==> src/rtl/lif_neuron_update.sv <==
// Leaky-integrate-and-fire update engine: serialized read-modify-write of membrane
// potentials in a single-port SRAM, driven by synaptic events and leak sweeps.
module lif_neuron_update #(
  parameter int                      WIDTH           = 32,
  parameter int                      DEPTH           = 256,
  parameter logic signed [WIDTH-1:0] THRESHOLD       = WIDTH'(1000),
  parameter logic signed [WIDTH-1:0] RESET_POTENTIAL = '0,
  parameter int                      LEAK_SHIFT      = 4,
  localparam int                     AW              = $clog2(DEPTH)
) (
  input  logic                    clk,
  input  logic                    reset,
  input  logic                    ev_valid,
  output logic                    ev_ready,
  input  logic [AW-1:0]           ev_addr,
  input  logic signed [WIDTH-1:0] ev_weight,
  input  logic                    sweep_start,
  output logic                    busy,
  output logic                    sweep_done,
  output logic                    mem_we,
  output logic [AW-1:0]           mem_addr,
  output logic signed [WIDTH-1:0] mem_wdata,
  input  logic signed [WIDTH-1:0] mem_rdata,
  output logic                    spk_valid,
  input  logic                    spk_ready,
  output logic [AW-1:0]           spk_addr
);

  typedef enum logic [1:0] {IDLE, READ, CALC, WRITE} state_t;

  localparam logic signed [WIDTH-1:0] MAX_V     = {1'b0, {(WIDTH-1){1'b1}}};
  localparam logic signed [WIDTH-1:0] MIN_V     = {1'b1, {(WIDTH-1){1'b0}}};
  localparam logic [AW-1:0]           LAST_ADDR = AW'(DEPTH - 1);

  state_t                  state;
  logic                    sweep_pending;
  logic                    in_sweep;
  logic signed [WIDTH-1:0] weight_q;

  logic signed [WIDTH:0]   sum;
  logic signed [WIDTH-1:0] v_sat;
  logic signed [WIDTH-1:0] v_leak;
  logic signed [WIDTH-1:0] v_new;
  logic signed [WIDTH-1:0] wr_val;
  logic                    fire;
  logic                    calc_go;

  // NOTE: every signal in this block is assigned on every path, so no latch is inferred.
  always_comb begin
    sum    = {mem_rdata[WIDTH-1], mem_rdata} + {weight_q[WIDTH-1], weight_q};
    if (sum[WIDTH] != sum[WIDTH-1]) v_sat = sum[WIDTH] ? MIN_V : MAX_V;
    else                            v_sat = sum[WIDTH-1:0];
    v_leak = mem_rdata - (mem_rdata >>> LEAK_SHIFT);
    v_new  = in_sweep ? v_leak : v_sat;
    fire   = (v_new >= THRESHOLD);
    wr_val = fire ? RESET_POTENTIAL : v_new;
  end

  // A firing neuron may only leave CALC once the spike register is free or being drained.
  assign calc_go  = !fire || !spk_valid || spk_ready;
  assign busy     = (state != IDLE);
  assign ev_ready = (state == IDLE) && !sweep_pending;

  // NOTE: non-blocking assignments throughout; later statements in the block win,
  // which is how a new spike or sweep request overrides a same-cycle clear.
  always_ff @(posedge clk or negedge reset) begin
    if (!reset) begin
      state         <= IDLE;
      sweep_pending <= 1'b0;
      in_sweep      <= 1'b0;
      weight_q      <= '0;
      mem_we        <= 1'b0;
      mem_addr      <= '0;
      mem_wdata     <= '0;
      spk_valid     <= 1'b0;
      spk_addr      <= '0;
      sweep_done    <= 1'b0;
    end else begin
      sweep_done <= 1'b0;
      if (spk_valid && spk_ready) spk_valid <= 1'b0;

      case (state)
        IDLE: begin
          if (sweep_pending) begin
            sweep_pending <= 1'b0;
            in_sweep      <= 1'b1;
            mem_addr      <= '0;
            state         <= READ;
          end else if (ev_valid) begin
            in_sweep <= 1'b0;
            mem_addr <= ev_addr;
            weight_q <= ev_weight;
            state    <= READ;
          end
        end
        READ: state <= CALC;
        CALC: begin
          if (calc_go) begin
            mem_we    <= 1'b1;
            mem_wdata <= wr_val;
            if (fire) begin
              spk_valid <= 1'b1;
              spk_addr  <= mem_addr;
            end
            state <= WRITE;
          end
        end
        WRITE: begin
          mem_we <= 1'b0;
          if (in_sweep && mem_addr != LAST_ADDR) begin
            mem_addr <= mem_addr + AW'(1);
            state    <= READ;
          end else begin
            sweep_done <= in_sweep;
            state      <= IDLE;
          end
        end
        default: state <= IDLE;
      endcase

      if (sweep_start) sweep_pending <= 1'b1;
    end
  end

endmodule

==> config.mk <==
export PLATFORM = sky130hd
export DESIGN_NAME = lif_neuron_update
export DESIGN_NICKNAME = d
export VERILOG_FILES = /design/src/rtl/lif_neuron_update.sv
export SDC_FILE = /design/constraint.sdc
export NUM_CORES = 1
export LEC_CHECK = 0
export ABC_AREA = 1
export CORE_MARGIN = 5
export CORE_UTILIZATION = 51
export DETAILED_ROUTE_END_ITERATION = 12
export PLACE_DENSITY = 0.84
export SLEW_MARGIN = 20
export SYNTH_ARGS = -nofsm -noshare
export SYNTH_HDL_FRONTEND = slang
export SYNTH_SLANG_ARGS = --single-unit
export TNS_END_PERCENT = 30
==> constraint.sdc <==
create_clock -name clk -period 3 [get_ports clk]
set_input_delay 0.6 -clock clk [delete_from_list [all_inputs] [get_ports clk]]
set_output_delay 0.6 -clock clk [all_outputs]
set_load 0.03 [all_outputs]
# Yosys cells after proc, flatten, opt, wreduce, memory -nomap -nowiden
# Index checks and enable logic that the tools add are counted.
word_totals:
  out_inout_bits: 53
  reg_bits: 87
classes:
  bitwise: 1
  addsub: 3
  magnitude_cmp: 1
  n_eq_ne: 8
  muxes: 25
  n_reduce_logical: 21
ops:
  columns: ["op", "count"]
  rows:
  - ["2-to-1 mux 32 bit", 4]
  - ["adder 32 x 32 -> 33 bit", 1]
  - ["greater-or-equal comparator 32 x 11 -> 1 bit (second input constant)", 1]
  - ["subtractor 32 x 28 -> 32 bit", 1]
  - ["2-to-1 mux 8 bit", 3]
  - ["one-hot mux 8 bit (2 select lines)", 1]
  - ["2-to-1 mux 1 bit", 12]
  - ["nonzero test 2 bit", 5]
  - ["AND reduction 3 bit", 3]
  - ["adder 8 x 1 -> 8 bit (second input constant)", 1]
  - ["!= test 8 bit (second input constant)", 1]
  - ["one-hot mux 2 bit (4 select lines)", 1]
  - ["AND reduction 2 bit", 4]
  - ["2-to-1 mux 2 bit", 3]
  - ["== test 2 bit (second input constant)", 2]
  - ["!= test 2 bit (second input constant)", 2]
  - ["logical AND 1 bit", 3]
  - ["zero test 1 bit", 3]
  - ["!= test 3 bit (second input constant)", 1]
  - ["== test 2 x 1 -> 1 bit (second input constant)", 1]
  - ["zero test 2 bit", 1]
  - ["logical OR 1 bit", 2]
  - ["one-hot mux 1 bit (2 select lines)", 1]
  - ["!= test 1 bit", 1]
  - ["inverter 1 bit", 1]

# Logic depth before layout (Yosys ltp)
logic_depth:
  depth_word: 10
  depth_mapped: 30
  mapped_depth_nobuf: 29

# Least setup slack after synthesis
# OpenSTA, ideal clock, no wires.
synth_timing:
  path_kind: "input-to-reg"
  startpoint: "input mem_rdata[0]"
  endpoint: "register mem_wdata[27]"
  arrival_time_ps: 3260
  path_slack_ps: -379
  path_stages: 29
  cell_sequence: "ha_1 inv_1 fa_1 inv_1 nand2_1 nand2_1 nand3_2 nand2_2 nand2_2 nand2_2 nand2_2 nand3_1 nand2_2 nand2_4 nand2_4 inv_4 buf_6 nand2_1 nand2_1 nand2_1 nor2_1 nand2_1 nor2_1 nand3_2 nand3_1 nand2_2 buf_6 nand2_1 o21ai_2"
synth_via:
  elab_chain_cells: 9
synth_lines:
  columns: ["element", "line_no", "text"]
  rows:
  - ["from (decl)", "23", "input logic signed [WIDTH-1:0] mem_rdata,"]
  - ["adder 32 x 32 -> 33 bit", "50", "sum = {mem_rdata[WIDTH-1], mem_rdata} + {weight_q[WIDTH-1], weight_q};"]
  - ["2-to-1 mux 32 bit or != test 1 bit (tied branches)", "51", "if (sum[WIDTH] != sum[WIDTH-1]) v_sat = sum[WIDTH] ? MIN_V : MAX_V;"]
  - ["2-to-1 mux 32 bit", "51", null]
  - ["2-to-1 mux 32 bit *", "54", "v_new = in_sweep ? v_leak : v_sat;"]
  - ["greater-or-equal comparator 32 x 11 -> 1 bit", "55", "fire = (v_new >= THRESHOLD);"]
  - ["zero test 1 bit", "60", "assign calc_go = !fire || !spk_valid || spk_ready;"]
  - ["logical OR 1 bit (2 in series)", "60", null]
  - ["AND reduction 2 bit (no line)", null, null]
  - ["to (signal assigned)", "100", "mem_wdata <= wr_val;"]
  - ["to (decl)", "22", "output logic signed [WIDTH-1:0] mem_wdata,"]
# Mark *: on every way between the ends. The rest lies on a longest branch, timed or not.
# A chain may end at the register's enable or synchronous reset.

# Worst setup path in the final report
layout_timing:
  startpoint: "input mem_rdata[19]"
  endpoint: "register state[1]"
layout_via:
  elab_chain_cells: 10
layout_lines:
  columns: ["element", "line_no", "text"]
  rows:
  - ["adder 32 x 32 -> 33 bit", "50", null]
  - ["2-to-1 mux 32 bit or != test 1 bit (tied branches)", "51", null]
  - ["2-to-1 mux 32 bit", "51", null]
  - ["2-to-1 mux 32 bit *", "54", null]
  - ["greater-or-equal comparator 32 x 11 -> 1 bit *", "55", null]
  - ["zero test 1 bit *", "60", null]
  - ["logical OR 1 bit * (2 in series)", "60", null]
  - ["!= test 2 bit (no line) *", null, null]
  - ["AND reduction 2 bit (no line) *", null, null]
  - ["to (signal assigned)", "68", "state <= IDLE;"]
  - ["to (signal assigned)", "88", "state <= READ;"]
  - ["to (signal assigned)", "93", "state <= READ;"]
  - ["to (decl)", "35", "state_t state;"]
# Marks and branches as above.

==> flow_summary.toml <==
[detailed_routing]
wirelength_um = 42500
drtAntennaViolNets = 0
viasPerCell = 6.24
wl_per_cell_um = 21.7
vias = 12200
drc_errors = 0
drt-initial-drc-count = 2130
first_pass_iters = 8

[clock_tree]
clock-sinks = 87
htreeDepth = 3
cts_tree = "built"
clk_path_buf_depth = 2
insertion_delay_ns = 0.38
cts_inserted_buffers = 9
hold_buffers = 0
clkTransAtPathRegs_ns = 0.08
clock-root-buffer = "clkbuf_16"

[sta]
rsz0062_at_grt = "yes"
fin_crit_sh = 1.29
setup_slack_ns = -0.880
finClkSkew_ns = 0.0142
final_hold_viol_count = 0
final_max_slew_viol_count = 0
min_period_ns = 3.88
setup_tns_ns = -33.57
worst_hold_slack_ns = 0.221
relSlewSlack = 0.504
fmax_mhz = 258
tightest_slew_ns = 0.743
setup_viol = 44

[floorplanning]
rows = 47
core-area_um2 = 16400
die_h_um = 139
pin_count = 130
die_area_um2 = 19200
die_w_um = 139
initial_core_util = 0.515

[power]
max-vdd-ir-drop_mv = 0.642
powerDensity_nw_per_um2 = 1110
leakage_nw = 7.03

[synthesis]
synth.yosys.warnings = 0
synth_ff_type = "dfrtp_1"
synth_fp_nets = 1426
synth_area_um2 = 8450
avgSynthCellArea_um2 = 6.60
syn_inst = 1280
synth.distinct_cells = 41
ys_ff_latch = 87
async_flop_share = 1.00
seq_area_frac_synth = 0.258
synth_edf_count = 0

[outcome]
status = "complete, but fails checks"
violations = "setup timing"

[critical_path]
cp-end-kind = "flop"
r2r_cells = 28
cp.required_ns = 3.27
cpMostUsedCell = "nand2_1"
critPathMaxStageDelay_ns = 0.30
cpLargestDelayFamily = "simple AND/OR/NAND/NOR gates"
path_max_fanout = 6
critPathKind = "primary input to flop"
cp_slowest_cell = "ha_4"
r2r-end = "state[1]"
critical_path_arrival_ns = 4.15
startpoint_type = "primary input"
rrSetupSlack_ns = -0.85
crit_buf_inv = 6
r2r_start = "weight_q[17]"

[layout]
final_nets = 1877
insertedDiodeCount = 0
fillers = 740
layout-drive-gt1-share = 0.377
area_growth_pct = 68.0
utilization = 0.865
stdcell_count = 1956

[placement]
dpl_worst_slack_ns = -1.29
portBuffers = 129
dp_hpwl_um = 24200
routabilityCongestion = 1.01
place_inst = 1887

[grt]
grt.total_usage = 0.357
grt_pass1_wl_um = 56300
grt_overflow = 0
grt_pass1_vias = 11200
grt_max_degree = 46
antenna_found_initial = 0

[min_path]
holdCritPathClass = "primary input to async pin"

[flow_run]
drv_cap = 0
-- logic make-up (layout without fill, tap and decap cells) --
kind of cell | after synthesis | after routing | synth area share
xor+xnor | 30 | 30 | 0.0311
mux | 31 | 31 | 0.0413
simple gates | 657 | 659 | 0.326
fa+ha+maj | 69 | 69 | 0.104
buf+inv | 188 | 642 | 0.0914
compound gates | 218 | 218 | 0.148
flops | 87 | 87 | 0.258
-- cells in the mapped netlist, drive strengths merged (2+ instances only) --
library cell / n / area, um^2
clkbuf: 8 / 30.0
a21oi: 76 / 388
nor2: 118 / 448
nor4: 2 / 12.5
ha: 67 / 838
buf: 11 / 105
mux2: 31 / 349
o21bai: 16 / 120
a21o: 7 / 52.6
xor2: 19 / 166
nor3: 13 / 65.1
o211ai: 2 / 15.0
nand4: 14 / 93.8
o21a: 3 / 22.5
nand3: 90 / 465
xnor2: 11 / 96.3
o21ai: 105 / 589
nand3b: 4 / 30.0
a31oi: 3 / 18.8
or2: 4 / 25.0
a21boi: 5 / 37.5
fa: 2 / 40.0
nand2: 412 / 1620
dfrtp: 87 / 2180
inv: 168 / 633
-- worst max-delay path by stage --
stage / slack, ns / endpoint / depth (start not counted) / startpoint
2_1_floorplan: -0.25 / mem_wdata[27] / 29 / mem_rdata[0]
3_3_place_gp: -1.15 / mem_wdata[13] / 27 / mem_rdata[0]
4_1_cts: -0.36 / state[0] / 29 / weight_q[0]
6_report: -0.88 / state[1] / 29 / mem_rdata[19]
3_5_place_dp: -1.29 / mem_wdata[12] / 27 / mem_rdata[0]
5_1_grt: -1.11 / state[1] / 24 / mem_rdata[5]
-- sequential cells by signal (all words and copies together), names as in the netlist --
register and cells:
weight_q 32, mem_wdata 32, in_sweep 1, mem_we 1, sweep_pending 1, sweep_done 1, state 2, mem_addr 8
spk_valid 1, spk_addr 8
-- layer usage --
metal / vias to the layer above / share of wire / track usage
met5: - / 0 / 0
met4: 0 / 0.10 / 0.221
met3: 456 / 0.12 / 0.0662
met2: 1175 / 0.45 / 0.613
met1: 5503 / 0.34 / 0.413
li1: 5071 / - / -
-- cells in the final DEF (no fill, tap or decap), types with 22 or more instances in the layout --
cell type and n:
nand2_1 325, ha_1 22, mux2_2 31, o21ai_0 49
nand2_2 60, buf_4 307, o21ai_1 22, inv_1 160
ha_4 42, nand3_1 69, o21ai_2 34, dfrtp_1 87
nor2_1 97, a21oi_1 45, nand2_4 23, a21oi_2 25
clkdlybuf4s50_1 96
-- metrics by stage --
stage,area [um^2],power [mW]
finish,14200,15.7
global route,14200,16.3
CTS,13600,13.4
detailed placement,12100,10.7
global placement,12100,10.4
floorplan,8510,6.73
-- final cells by class --
class,count,area [um^2],share of cell area
Clock buffer,9,225,0.0159
Clock inverter,7,72.6,0.00512
Inverter,169,652,0.0459
Multi-Input combinational cell,1007,6860,0.483
Sequential cell,87,2180,0.153
Tap cell,220,275,0.0194
Timing Repair Buffer,457,3930,0.277
-- power breakdown --
part / internal (mW) / total [mW] / leakage [nW] / switching, mW
registers: 1.67 / 2.17 / 1.11 / 0.505
logic: 5.49 / 12.4 / 5.78 / 6.87
clock network: 0.589 / 1.20 / 0.143 / 0.614
-- what timing repair did --
item	CTS	global route
gates cloned	6	3
pin swaps	48	33
resized for setup	207	156
setup buffers	31	13
endpoints found under the setup margin	44	44
endpoints found under the hold margin	0	0
Power figures use the tool's default switching activity.
